--- src/rtl/contador_comparador_n_pkg.sv ---
// contador_comparador_n_pkg: shared direction codes and display digit width
package contador_comparador_n_pkg;
    localparam logic DIR_UP   = 1'b0;
    localparam logic DIR_DOWN = 1'b1;
    localparam int   DIGIT_W  = 7;
endpackage

--- src/rtl/contador_comparador_n_mod.sv ---
// contador_mod_n: loadable up/down modulo counter with wrap/saturate ends
module contador_mod_n
    import contador_comparador_n_pkg::*;
#(
    parameter int N      = 8,
    parameter int MODULO = 200,
    parameter bit WRAP   = 1'b1
) (
    input  logic         clock,
    input  logic         zera,
    input  logic         carrega,
    input  logic         conta,
    input  logic         desce,
    input  logic [N-1:0] chaves,
    output logic [N-1:0] q,
    output logic [N-1:0] q_next,
    output logic         step,
    output logic         fim
);
    localparam logic [N-1:0] MAX = N'(MODULO - 1);
    logic         at_end;
    logic [N-1:0] up, dn, load;
    always_comb begin
        at_end = (desce == DIR_DOWN) ? (q == '0) : (q == MAX);
        fim    = conta & at_end;
        up     = (q == MAX) ? (WRAP ? '0 : q) : q + N'(1);
        dn     = (q == '0) ? (WRAP ? MAX : q) : q - N'(1);
        load   = (32'(chaves) < MODULO) ? chaves : MAX;
        step   = conta & ~carrega & (WRAP | ~at_end);
        q_next = carrega ? load : conta ? ((desce == DIR_DOWN) ? dn : up) : q;
    end
    always_ff @(posedge clock)
        q <= zera ? '0 : q_next;
endmodule

--- src/rtl/hexa7seg.sv ---
// hexa7seg: nibble to active-high 7-segment code, bit order gfedcba
module hexa7seg (
    input  logic [3:0] hexa,
    output logic [6:0] display
);
    always_comb begin
        display = 7'h00;
        case (hexa)
            4'h0: display = 7'h3F;
            4'h1: display = 7'h06;
            4'h2: display = 7'h5B;
            4'h3: display = 7'h4F;
            4'h4: display = 7'h66;
            4'h5: display = 7'h6D;
            4'h6: display = 7'h7D;
            4'h7: display = 7'h07;
            4'h8: display = 7'h7F;
            4'h9: display = 7'h6F;
            4'hA: display = 7'h77;
            4'hB: display = 7'h7C;
            4'hC: display = 7'h39;
            4'hD: display = 7'h5E;
            4'hE: display = 7'h79;
            4'hF: display = 7'h71;
            default: display = 7'h00;
        endcase
    end
endmodule

--- src/rtl/contador_comparador_n.sv ---
// contador_comparador_n: modulo counter, compare against chaves, reach pulse, 7-seg debug
module contador_comparador_n
    import contador_comparador_n_pkg::*;
#(
    parameter int N      = 8,
    parameter int MODULO = 200,
    parameter bit WRAP   = 1'b1
) (
    input  logic                   clock,
    input  logic                   zera,
    input  logic                   carrega,
    input  logic                   conta,
    input  logic                   desce,
    input  logic [N-1:0]           chaves,
    output logic                   menor,
    output logic                   maior,
    output logic                   igual,
    output logic                   fim,
    output logic                   alcancou,
    output logic [DIGIT_W*N/4-1:0] db_contagem
);
    if (N % 4 != 0 || N < 4 || N > 16 || MODULO < 2 || MODULO > 2 ** N) begin : g_bad_params
        $fatal(1, "contador_comparador_n: invalid N=%0d / MODULO=%0d", N, MODULO);
    end
    logic [N-1:0] q, q_next;
    logic         step;
    contador_mod_n #(.N(N), .MODULO(MODULO), .WRAP(WRAP)) u_cnt (
        .clock(clock), .zera(zera), .carrega(carrega), .conta(conta), .desce(desce),
        .chaves(chaves), .q(q), .q_next(q_next), .step(step), .fim(fim)
    );
    always_comb begin
        menor = q < chaves;
        maior = q > chaves;
        igual = q == chaves;
    end
    always_ff @(posedge clock)
        alcancou <= zera ? 1'b0 : step & (q_next == chaves);
    for (genvar k = 0; k < N / 4; k++) begin : g_dig
        hexa7seg u_seg (.hexa(q[4*k +: 4]), .display(db_contagem[DIGIT_W*k +: DIGIT_W]));
    end
endmodule

--- config.mk ---
export PLATFORM = sky130hd
export DESIGN_NAME = contador_comparador_n
export DESIGN_NICKNAME = d
export VERILOG_FILES = /design/src/rtl/contador_comparador_n_pkg.sv /design/src/rtl/contador_comparador_n_mod.sv /design/src/rtl/hexa7seg.sv /design/src/rtl/contador_comparador_n.sv
export SDC_FILE = /design/constraint.sdc
export NUM_CORES = 1
export LEC_CHECK = 0
export ABC_AREA = 1
export BUFFER_PORTS_ARGS = -buffer_cell sky130_fd_sc_hd__buf_4
export CAP_MARGIN = 0
export CORE_MARGIN = 3
export CORE_UTILIZATION = 46
export CTS_BUF_LIST = sky130_fd_sc_hd__clkbuf_4 sky130_fd_sc_hd__clkbuf_8
export CTS_CLUSTER_SIZE = 30
export DETAILED_ROUTE_END_ITERATION = 10
export GPL_TIMING_DRIVEN = 0
export PLACE_DENSITY = 0.68
export SYNTH_ARGS = -nofsm -noshare
export SYNTH_HDL_FRONTEND = slang
export SYNTH_HIERARCHICAL = 1
export SYNTH_SLANG_ARGS = --single-unit
--- constraint.sdc ---
create_clock -name clock -period 2.15 [get_ports clock]
set_input_delay 0.43 -clock clock [delete_from_list [all_inputs] [get_ports clock]]
set_output_delay 0.43 -clock clock [all_outputs]
set_load 0.03 [all_outputs]
==> metrics.cfg, run 1 <==
[floorplan]
die_h_um = 68.5
start_util_pct = 48.3
dieWidth_um = 68.5
core-area_um2 = 3720
die_area_um2 = 4690
rows = 22
ios = 32

[synthesis]
yosysTopAreaCell = nand2_1
synthMuxAreaShare_pct = 0
synth_fp_nets = 362
ys_seq_area_share_pct = 10.0
synth_cells = 324
yosysWarningCount = 6
netlist_area_um2 = 1800
synthAdderAreaFrac_pct = 17.4
ys_ff_latch = 9
synth-compound-area-share_pct = 12.7
synth_top_area_share_pct = 25.1
synth_top_family_by_area = simple AND/OR/NAND/NOR gates
synth_xor_area_share_pct = 2.44
avgSynthCellArea_um2 = 5.54
synth_area_leaders = nand2_1 25%, ha_1 17%, dfxtp_1 10%
synthSimpleGateAreaFrac_pct = 45.1
ys_types = 29

[worst_setup_path]
r2r_cells = 16
crit_chain = inv_2 -> ha_1 -> nand2_1 -> nor2_2 -> nand2_4 -> inv_2 -> nor2_4 -> nor3_2 -> buf_4
slowest_delay_ns = 0.38
start_kind = flop
rrSetupSlack_ns = 0.22
crit_path_end_kind = output port
cp_data_required_time_ns = 1.72
arrival_ns = 1.61
crit_top_cell = inv_2
r2r_end = alcancou$_SDFF_PP0_
r2r-start = u_cnt/q[0]$_SDFF_PP0_
crit_type = reg2out
cp_slowest_cell = dfxtp_4
crit_path_max_fanout = 10
crit_path_start = u_cnt/q[0]$_SDFF_PP0_

[timing]
slew_violations = 0
worstMarginPinSlew_ns = 0.438
fin_crit_ns = 2.04
max_freq_ghz = 0.489
fin_setup_tns_ns = 0
final-setup-viol-count = 0
hold_violations = 0
fin_crit_sh_pct = 95.1
fin_worst_skew_ns = 0.000993
holdWs_ns = 0.511
slew_headroom_pct = 70.8
fin_ws_ns = 0.105
rsz0062_at_grt = false

[power]
p_leak_nw = 1.18
power_density_nw_per_um2 = 463
p_total_mw = 0.993
peakVddDrop_mv = 0.382

[grt]
grt_pass1_wl_mm = 7.19
grt-ovfl-total = 0
grt_pass1_vias = 1671
antenna_found_initial = 0
grt_max_degree = 17
grt_usage_pct = 19.6

[routing]
wl_met2_mm = 2.14
ant_nets = 0
dr_wl_met3_um = 122
wl_met1_mm = 2.09
vias = 1952
dr.pass1.iters = 4
wl_mm = 4.37
initialDrtViolationCount = 106
post_drt_wl_per_cell_um = 10.8
drc_errors = 0
via_per_inst = 4.82
top_layer_used = met4

[min_path]
worstHoldPathCells = 3
hold_path_class = in2reg
min-delay-start = chaves[4]
min_to = u_cnt/q[4]$_SDFF_PP0_

[final_layout]
drive_gt1_share_pct = 20.7
final_nets = 396
area_delta_synth_final_pct = 19.4
nFillCells = 417
regArea_um2 = 195
multi_input_area_um2 = 1400
antenna_cells = 0

[job]
cap_violations = 0

[clock_tree]
hold_buffers = 0
cts_resized = 6
path_clk_slew_ns = 0.05
h-tree-depth = 1
clk-insertion-delay-late_ns = 0.23
cts_tree = done
numCtsBuffers = 3
cts_root_buf = clkbuf_8
cts_setup_buffers = 0
clock_sinks = 9
cts_buffer_depth = 2

[placed_design]
dp_slack_ns = 0.0174
gp_congestion = 0.838
dp_hpwl_mm = 3.51
port_buffers = 29

[status]
status = completed

-- cells in the mapped netlist --
cell      count
a211oi_1      1
a21o_1        1
a21oi_1      17
a21oi_2       4
and2_1        1
buf_1         1
buf_2         3
buf_4         3
clkbuf_1      1
clkinv_1      1
dfxtp_1       9
ha_1         25
inv_1        36
inv_2        10
nand2_1     120
nand2_2       5
nand2_4       2
nand3_1      25
nand4_1       3
nor2_1       27
nor2_2        1
nor2_4        2
nor3_1        3
nor3_2        1
o211ai_2      1
o21ai_0      14
o21ai_1       2
xnor2_1       3
xor2_1        2
-- sequential cells by signal (all words and copies together), names as in the netlist --
signal,count
u_cnt/q,8
alcancou,1
-- report_power, final --
| group | internal (mW) | switching, mW |
|---|---|---|
| clock | 0.142 | 0.0668 |
| combinational | 0.210 | 0.358 |
| sequential | 0.180 | 0.0363 |
-- worst max-delay path: cells and delay by family (launching register included) --
kind	cells	cell delay, ns
flops	1	0.38
buf+inv	3	0.38
simple gates	5	0.45
fa+ha+maj	1	0.17
-- metrics by stage --
step                cell area, um^2  utilization (%)  cells
floorplan                      1800                -    324
global placement               2080             55.9    401
detailed placement             2080             55.9    401
CTS                            2130             57.4    405
global route                   2140             57.7    405
finish                         2140             57.7    405
-- cell families after synthesis --
logic type               count (synthesis)
AO/OA/AOI/OAI                           40
adder cells (fa/ha/maj)                 25
XOR/XNOR                                 5
flip-flops                               9
AND/OR/NAND/NOR                        190
buffers and inverters                   55
-- worst max-delay path by stage --
stage | end | slack, ns | cells past startpoint
after global routing | fim | 0.01 | 9
final | fim | 0.11 | 9
after CTS | menor | 0.03 | 8
after detailed placement | alcancou$_SDFF_PP0_ | 0.02 | 16
after global placement | alcancou$_SDFF_PP0_ | 0.04 | 16
after floorplan | maior | 0.08 | 6
-- routing by layer --
metal  up-vias  track usage, %
met4         0            4.47
met5         -               0
li1       1083               -
met1       838            25.3
met2        29            35.5
met3         2           0.493
-- final cells by class --
type | instances | area share [%]
Multi-Input combinational cell | 260 | 65.3
Sequential cell | 9 | 9.10
Timing Repair Buffer | 29 | 10.2
Tap cell | 48 | 2.80
Buffer | 8 | 2.10
Inverter | 47 | 8.23
Clock buffer | 4 | 2.28
-- cells in the final DEF (no fill, tap or decap), drive strengths merged --
master,synthesis,final
dfxtp,9,9
nand3,25,25
a21o,1,1
ha,25,25
nand4,3,3
o211ai,1,1
clkinv,1,1
and2,1,1
nor2,30,30
a211oi,1,1
xor2,2,2
xnor2,3,3
nor3,4,4
clkbuf,1,5
o21ai,16,16
inv,46,46
nand2,127,127
a21oi,21,21
buf,7,36
Note: power is estimated with default switching activity, not from simulation.
==> run 2: changes to the inputs <==
--- a/config.mk
+++ b/config.mk
@@ -8,9 +8,10 @@
 export ABC_AREA = 1
 export BUFFER_PORTS_ARGS = -buffer_cell sky130_fd_sc_hd__buf_4
 export CAP_MARGIN = 0
-export CORE_MARGIN = 3
+export CORE_ASPECT_RATIO = 0.7
+export CORE_MARGIN = 4
 export CORE_UTILIZATION = 46
-export CTS_BUF_LIST = sky130_fd_sc_hd__clkbuf_4 sky130_fd_sc_hd__clkbuf_8
+export CTS_BUF_LIST = sky130_fd_sc_hd__clkbuf_4
 export CTS_CLUSTER_SIZE = 30
 export DETAILED_ROUTE_END_ITERATION = 10
 export GPL_TIMING_DRIVEN = 0
==> run 2 against run 1 <==
Against the previous run:
- via count rose by 4.4%
- largest cell class unchanged
- largest power group unchanged
- combinational power rose by 2%
- core utilization rose by 0.83 points
- clock power fell by 30%
- global-route usage rose by 0.64 points
==> metrics.cfg, run 2 (synthesis gave the netlist of run 1 again) <==
[status]
status = completed

[timing]
worstMarginPinSlew_ns = 0.470
max_freq_ghz = 0.489
fin_worst_skew_ns = 0.00230
slew_violations = 0
slew_headroom_pct = 68.7
hold_violations = 0
fin_crit_ns = 2.05
fin_setup_tns_ns = 0
fin_ws_ns = 0.104
final-setup-viol-count = 0
rsz0062_at_grt = false
fin_crit_sh_pct = 95.2

[clock_tree]
cts_root_buf = clkbuf_4
h-tree-depth = 1
cts_tree = done
numCtsBuffers = 3
clock_sinks = 9
hold_buffers = 0
clk-insertion-delay-late_ns = 0.26
path_clk_slew_ns = 0.07
cts_buffer_depth = 2

[routing]
wl_mm = 4.73
via_per_inst = 5.01
drc_errors = 0
initialDrtViolationCount = 114
dr.pass1.iters = 4
ant_nets = 0
post_drt_wl_per_cell_um = 11.6
vias = 2038

[worst_setup_path]
r2r-start = u_cnt/q[0]$_SDFF_PP0_
path_buf_inv = 3
crit_top_cell = inv_2
cp_slowest_cell = dfxtp_4
crit_path_end_kind = output port
slowest_delay_ns = 0.39
crit_path_max_fanout = 10
arrival_ns = 1.62
start_kind = flop
crit_path_start = u_cnt/q[0]$_SDFF_PP0_
crit_chain = inv_2 -> ha_1 -> nand2_1 -> nor2_2 -> nand2_4 -> inv_2 -> nor2_4 -> nor3_2 -> buf_4
critPathTopFamily = simple AND/OR/NAND/NOR gates
crit_type = reg2out
cp_data_required_time_ns = 1.72

[floorplan]
die_area_um2 = 4980
start_util_pct = 49.2
rows = 18
ios = 32
dieWidth_um = 82.7
core-area_um2 = 3650
die_h_um = 60.3

[final_layout]
mostFrequentLayoutCell = nand2_1
largest_register_ffs = 8
drive_gt1_share_pct = 21.3
area_delta_synth_final_pct = 19.0
final_area_um2 = 2140
reg_top3 = u_cnt/q (8), alcancou (1)
final_nets = 396
antenna_cells = 0
largest-register = u_cnt/q
nFillCells = 395
final_cell_mix = 120 x nand2_1, 35 x inv_1, 32 x buf_4, 26 x nor2_1

[placed_design]
placed_area_um2 = 2080
dp_hpwl_mm = 3.78
port_buffers = 29
gp_congestion = 0.882
dp_slack_ns = -0.0189

[power]
p_leak_nw = 1.18
peakVddDrop_mv = 0.226
power_density_nw_per_um2 = 441
p_total_mw = 0.941

[grt]
grt_pass1_vias = 1715
grt-ovfl-total = 0
grt_pass1_wl_mm = 7.81
antenna_found_initial = 0
grt_max_degree = 17
grt_usage_pct = 20.2

[job]
cap_violations = 0

[min_path]
hold_path_class = in2reg
min-delay-start = chaves[6]

## run 2: cell type report
| cell class | count | area, um^2 | area share, % |
|---|---|---|---|
| multi-input combinational | 260 | 1400 | 65.6 |
| timing repair buffer | 29 | 218 | 10.2 |
| sequential | 9 | 203 | 9.49 |
| inverter | 47 | 176 | 8.26 |
| tap | 50 | 62.6 | 2.93 |
| buffer | 8 | 45.0 | 2.11 |
| clock buffer | 4 | 30.0 | 1.41 |
## run 2: power by group
group | total, mW | internal [mW] | switching, mW
clock network | 0.147 | 0.0843 | 0.0631
logic | 0.576 | 0.211 | 0.365
registers | 0.217 | 0.179 | 0.0381
## run 2: per-stage QoR
step	utilization (%)	cells	hold WS [ns]
3_5_place_dp	57.0	403	0.751
5_1_grt	58.5	407	0.476
2_1_floorplan	-	324	0.593
6_report	58.5	407	0.471
4_1_cts	58.0	407	0.467
3_3_place_gp	57.0	403	0.752
## run 2: repair_timing
item | 4_1_cts | 5_1_grt
setup buffers | 0 | 0
endpoints found under the setup margin | 7 | 5
pin swaps | 0 | 0
gates resized for setup | 6 | 9
## run 2: layer usage
metal  share of wire, %  vias to the layer above  global-route usage, %
li1                   -                     1081                      -
met1                 55                      884                   32.4
met2                 37                       68                   28.2
met3                7.2                        5                   3.01
met4               0.53                        0                   3.03
met5                  0                        -                      0
## run 2: final timing paths
path         cells past startpoint  slack [ns]                     to
min reg2reg                      4        0.67  u_cnt/q[3]$_SDFF_PP0_
min                              3        0.47  u_cnt/q[6]$_SDFF_PP0_
max reg2reg                     16        0.25    alcancou$_SDFF_PP0_
max                              9        0.10                    fim
## run 2: worst min-delay path: cells and delay by family
family / cells / cell delay, ns
AOI/OAI and AO/OA: 1 / 0.06
buffers and inverters: 1 / 0.13
and+or+nand+nor: 1 / 0.07
